==> config.mk <==
export PLATFORM = sky130hd
export DESIGN_NAME = psum_row_buf
export DESIGN_NICKNAME = d
export VERILOG_FILES = /design/src/rtl/psum_row_buf.sv
export SDC_FILE = /design/constraint.sdc
export NUM_CORES = 1
export LEC_CHECK = 0
export ABC_AREA = 0
export CAP_MARGIN = 20
export CORE_MARGIN = 4
export CORE_UTILIZATION = 50
export CTS_CLUSTER_SIZE = 28
export DETAILED_ROUTE_END_ITERATION = 6
export HOLD_SLACK_MARGIN = 0.06
export PLACE_DENSITY = 0.67
export RECOVER_POWER = 25
export SLEW_MARGIN = 20
export SYNTH_ARGS = -nofsm -noshare
export SYNTH_HDL_FRONTEND = slang
export SYNTH_SLANG_ARGS = --single-unit
==> constraint.sdc <==
create_clock -name clk -period 2.6 [get_ports clk]
set_clock_uncertainty 0.05 [all_clocks]
set_input_delay 0.39 -clock clk [delete_from_list [all_inputs] [get_ports clk]]
set_output_delay 0.39 -clock clk [all_outputs]
set_load 0.01 [all_outputs]
==> src/rtl/psum_row_buf.sv <==
// Double-buffered partial-sum row buffer: one bank fills from the row convolution while the other drains downstream.
// Optional build macro PSUMBUF_RELU_EN clamps negative drain words to zero on the output path only.
module psum_row_buf #(
   parameter int PSUM_WIDTH = 24,
   parameter int LENPSUM    = 16
) (
   input  logic                  clk,
   input  logic                  rst_n,
   input  logic                  clr,
   input  logic                  in_vld,
   input  logic [PSUM_WIDTH-1:0] in_psum,
   input  logic                  in_last,
   output logic                  in_rdy,
   output logic                  out_vld,
   input  logic                  out_rdy,
   output logic [PSUM_WIDTH-1:0] out_data,
   output logic                  out_last,
   output logic                  err_drop
);

   localparam int AW = (LENPSUM > 1) ? $clog2(LENPSUM) : 1;
   localparam int CW = $clog2(LENPSUM + 1);
   localparam logic [AW-1:0] LAST_ADDR = AW'(LENPSUM - 1);

   logic [PSUM_WIDTH-1:0] mem_q [2][LENPSUM];

   logic [1:0]         full_q,      full_d;
   logic [1:0][CW-1:0] cnt_q,       cnt_d;
   logic [AW-1:0]      wr_addr_q,   wr_addr_d;
   logic [AW-1:0]      rd_addr_q,   rd_addr_d;
   logic               fill_ptr_q,  fill_ptr_d;
   logic               drain_ptr_q, drain_ptr_d;
   logic               err_q,       err_d;

   logic                  wr_fire;
   logic                  wr_close;
   logic                  rd_fire;
   logic                  rd_release;
   logic                  mem_we;
   logic [PSUM_WIDTH-1:0] rd_entry;

   // Handshake flags come straight from flops, so neither ready nor valid depends on the other side's inputs.
   assign in_rdy   = ~full_q[fill_ptr_q];
   assign out_vld  = full_q[drain_ptr_q];
   assign out_last = out_vld && ((CW'(rd_addr_q) + CW'(1)) == cnt_q[drain_ptr_q]);
   assign err_drop = err_q;

   assign wr_fire    = in_vld & in_rdy;
   assign wr_close   = wr_fire & (in_last | (wr_addr_q == LAST_ADDR));
   assign rd_fire    = out_vld & out_rdy;
   assign rd_release = rd_fire & out_last;
   assign mem_we     = wr_fire & ~clr;

   assign rd_entry = mem_q[drain_ptr_q][rd_addr_q];

   // Idle drain port presents zero so the output is defined even though bank contents are not reset.
   always_comb begin
      out_data = '0;
      if (out_vld) begin
`ifdef PSUMBUF_RELU_EN
         out_data = rd_entry[PSUM_WIDTH-1] ? '0 : rd_entry;
`else
         out_data = rd_entry;
`endif
      end
   end

   always_comb begin
      // NOTE: every next-state signal gets its hold value first; a path that skips an assignment would infer a latch.
      full_d      = full_q;
      cnt_d       = cnt_q;
      wr_addr_d   = wr_addr_q;
      rd_addr_d   = rd_addr_q;
      fill_ptr_d  = fill_ptr_q;
      drain_ptr_d = drain_ptr_q;
      err_d       = err_q;

      if (clr) begin
         full_d      = '0;
         wr_addr_d   = '0;
         rd_addr_d   = '0;
         fill_ptr_d  = 1'b0;
         drain_ptr_d = 1'b0;
         err_d       = 1'b0;
      end else begin
         if (in_vld && !in_rdy) begin
            err_d = 1'b1;
         end

         if (wr_fire) begin
            if (wr_close) begin
               cnt_d[fill_ptr_q]  = CW'(wr_addr_q) + CW'(1);
               full_d[fill_ptr_q] = 1'b1;
               wr_addr_d          = '0;
               fill_ptr_d         = ~fill_ptr_q;
            end else begin
               wr_addr_d = wr_addr_q + AW'(1);
            end
         end

         // Close and release always touch different banks, so both updates can land in one cycle.
         if (rd_fire) begin
            if (rd_release) begin
               full_d[drain_ptr_q] = 1'b0;
               rd_addr_d           = '0;
               drain_ptr_d         = ~drain_ptr_q;
            end else begin
               rd_addr_d = rd_addr_q + AW'(1);
            end
         end
      end
   end

   // NOTE: sequential state uses non-blocking assignments so every flop samples pre-edge values.
   always_ff @(posedge clk or negedge rst_n) begin
      if (!rst_n) begin
         full_q      <= '0;
         cnt_q       <= '0;
         wr_addr_q   <= '0;
         rd_addr_q   <= '0;
         fill_ptr_q  <= 1'b0;
         drain_ptr_q <= 1'b0;
         err_q       <= 1'b0;
      end else begin
         full_q      <= full_d;
         cnt_q       <= cnt_d;
         wr_addr_q   <= wr_addr_d;
         rd_addr_q   <= rd_addr_d;
         fill_ptr_q  <= fill_ptr_d;
         drain_ptr_q <= drain_ptr_d;
         err_q       <= err_d;
      end
   end

   // NOTE: bank storage has no reset; full flags gate every read, so stale contents are never observed.
   always_ff @(posedge clk) begin
      if (mem_we) begin
         mem_q[fill_ptr_q][wr_addr_q] <= in_psum;
      end
   end

endmodule

==> results.md <==
- Nets: 1740
- Net Count, Synth: about 1400
- Initial drt markers: between 1500 and 2000
- CTS H-tree depth: 3
- Pwr Density: approximately 700 nW/µm²
- Hold Vio Cnt, Final: 0
- Post-synthesis sequential area ratio: roughly 77%
- Share of cells above drive strength 1: between 40% and 50%
- Worst hold slack: roughly 0.24 ns
- RSZ-0062 raised after global routing: yes
- Max FO, Critical Path: 5
- Buffers on Ports: 57
- Detailed-route via count: 15800
- Crit start category: flop
- TritonCTS clock tree: built
- Area of the die: approximately 65000 µm²
- Setup crit end kind: primary output
- Final worst slack: -0.645 ns
- Num CTS Buffers: 78
- Vias in the first global route: between 15000 and 20000
- Clk sink count: between 700 and 800
- Synth Flop Type: edfxtp_1
- Period utilization: 125%
- Router iterations before antenna repair: 5
- Global-route wire length before repair: approximately 110000 µm
- Root Buffer: clkbuf_16
- Post-Syn Area: 30500 µm²
- Peak VDD IR: between 500 and 600 µV
- F_max: about 310 MHz
- Final HPWL DP: approximately 44000 µm
- Synth warn: 0
- Syn-to-layout area delta: 25.5%
- # placed instances: between 2000 and 2500
- Commonest non-fill, non-tap cell in the layout: edfxtp_1
- CP arrival: 2.81 ns
- GRT Overall Usage: a little under a quarter
- Boundary Pins: 58
- Relative slew slack: 3.30%
- Setup CP Type: reg2out
- Slew Viols, Final: 0
- Mapped Cells: ~1400
- Antenna Cells: 0
- Initial antenna violation count: 1
- Slowest CP cell: dfrtp_4
- Final WL: approximately 76000 µm
- Flip-flop and latch count after synthesis: just under 800
- Slew @ Worst Pin: 1.45 ns
- Number of max-cap violations: 0
- Worst slack at placement: -0.555 ns
- Cell mode on critical path: buf_12
- Core area: 60400 µm²
- Netlist cell types: 47
- Leak: roughly 12 nW
- Remaining global-route overflow: 0
- Most frequent cells in the layout: edfxtp_1 (768), mux4_2 (196), buf_4 (110)
- Die H: between 200 and 300 µm
- Final setup viols: 28
- Critical Path RT: 2.16 ns
- Worst Hold Class: in2async
- Number of synthesized flops with an enable pin: roughly 770
- Non-Filler Instances: between 2000 and 3000
- Wirelength per Cell: between 20 and 30 µm
- Largest net degree at the start of global routing: 33
- Post-DR vias/cell: between 6 and 7
- Remaining DRCs: 0
- Status: complete, but fails checks
- Post-DRT Antenna Nets: 0
- Min cycle time layout: ~3.2 ns
- CTS Hold Bufs: 0
- Max clock buf depth: 3
- CTS clock-pin slew for the worst setup and hold paths: 0.07 ns
- Post-synth ARST share: a little under 3%
- Initial Util: 50.6%
- FP Rows: 90
- Delay of the slowest critical-path stage: 0.53 ns
- Worst skew pair latency: between 0.6 and 0.7 ns
- Worst path cell trace: buf_12 > buf_12 > buf_12 > buf_12 > buf_12 > mux4_2 > a211oi_4 > nor4_4 > buf_2
- Die Wd: between 200 and 300 µm
- Failing checks: setup timing
- Final RePlAce weighted congestion: roughly 0.79
- Synthesized area per cell: roughly 22 µm²
[flip-flops by register name (all words and copies together) (netlist names)]
| name | cells |
|---|---|
| full_q | 2 |
| fill_ptr_q | 1 |
| rd_addr_q | 4 |
| drain_ptr_q | 1 |
| cnt_q | 10 |
| wr_addr_q | 4 |
| mem_q | 768 |
| err_drop | 1 |
[layout make-up]
class	instances	area, µm²
Timing Repair Buffer	308	3780
Sequential cell	791	23600
Tap cell	782	978
Clock buffer	96	2060
Fill cell	3940	22000
Multi-Input combinational cell	516	7420
Inverter	10	52.6
Clock inverter	40	367
[path summary, 6_finish.rpt]
kind | startpoint | to | slack [ns] | cells past startpoint
worst max-delay path | drain_ptr_q | out_data[18] | -0.65 | 9
worst min-delay path | rst_n | wr_addr_q[0] | 0.24 | 1
worst max register to register | drain_ptr_q | drain_ptr_q | -0.17 | 9
worst min register to register | cnt_q[4] | cnt_q[4] | 0.43 | 1
max in group asynchronous | rst_n | rd_addr_q[0] | 1.59 | 1
min in group clk | cnt_q[4] | cnt_q[4] | 0.43 | 1
[metrics by stage]
step           area [µm²]  power, mW  setup TNS (ns)  utilization, %
3_5_place_dp        34300       15.4           -8.07            56.8
2_1_floorplan       30500       14.8         -146.72               -
3_3_place_gp        34300       15.4           -7.78            56.8
4_1_cts             38100       26.2          -15.27            63.2
6_report            38300       26.1          -14.51            63.5
5_1_grt             38300       26.9          -16.67            63.5
[worst max-delay path: cells and delay by family, from the launching register on]
kind	cells	cell delay, ns
mux	1	0.44
compound gates	1	0.30
buf+inv	6	0.84
simple gates	1	0.06
flops	1	0.53
[metal layers]
layer / part of all wire (%) / vias up / global-route usage (%)
met5: 0.017 / - / 0
met4: 3.2 / 2 / 7.20
met3: 8.7 / 145 / 5.87
met2: 49 / 717 / 38.3
met1: 39 / 8381 / 33.3
li1: - / 6509 / -
[cells in the mapped netlist (23+ instances only)]
library cell    n  area, µm²
edfxtp_1      768      23100
mux4_2        196       4410
mux2i_1        28        280
o22ai_1        24        150
clkbuf_1       36        135
nor2b_1        24        150
buf_2          28        140
nor2_1         47        176
dfrtp_1        23        576
nand2_1        56        210
[where the power goes]
group / internal, mW / leakage (nW) / switching [mW]
Sequential: 14.1 / 7.21 / 0.0298
Combinational: 0.550 / 3.72 / 0.662
Clock: 6.22 / 1.17 / 4.64
[cells by family (layout without fill, tap and decap cells)]
logic type,Yosys count,count (layout),synth area share [%]
simple gates,169,169,2.67
flops,791,791,77.4
mux,232,232,15.7
buf+inv,87,454,1.31
fa+ha+maj,5,5,0.205
xor+xnor,11,11,0.316
compound gates,99,99,2.39
[timing repair]
| item | 4_1_cts | 5_1_grt |
|---|---|---|
| cloned | 10 | 2 |
| resized for setup | 280 | 44 |
| setup buffers | 55 | 9 |
| setup endpoints to repair | 28 | 30 |
| pin swaps | 58 | 30 |
No activity file was read; power rests on OpenSTA's default activity.
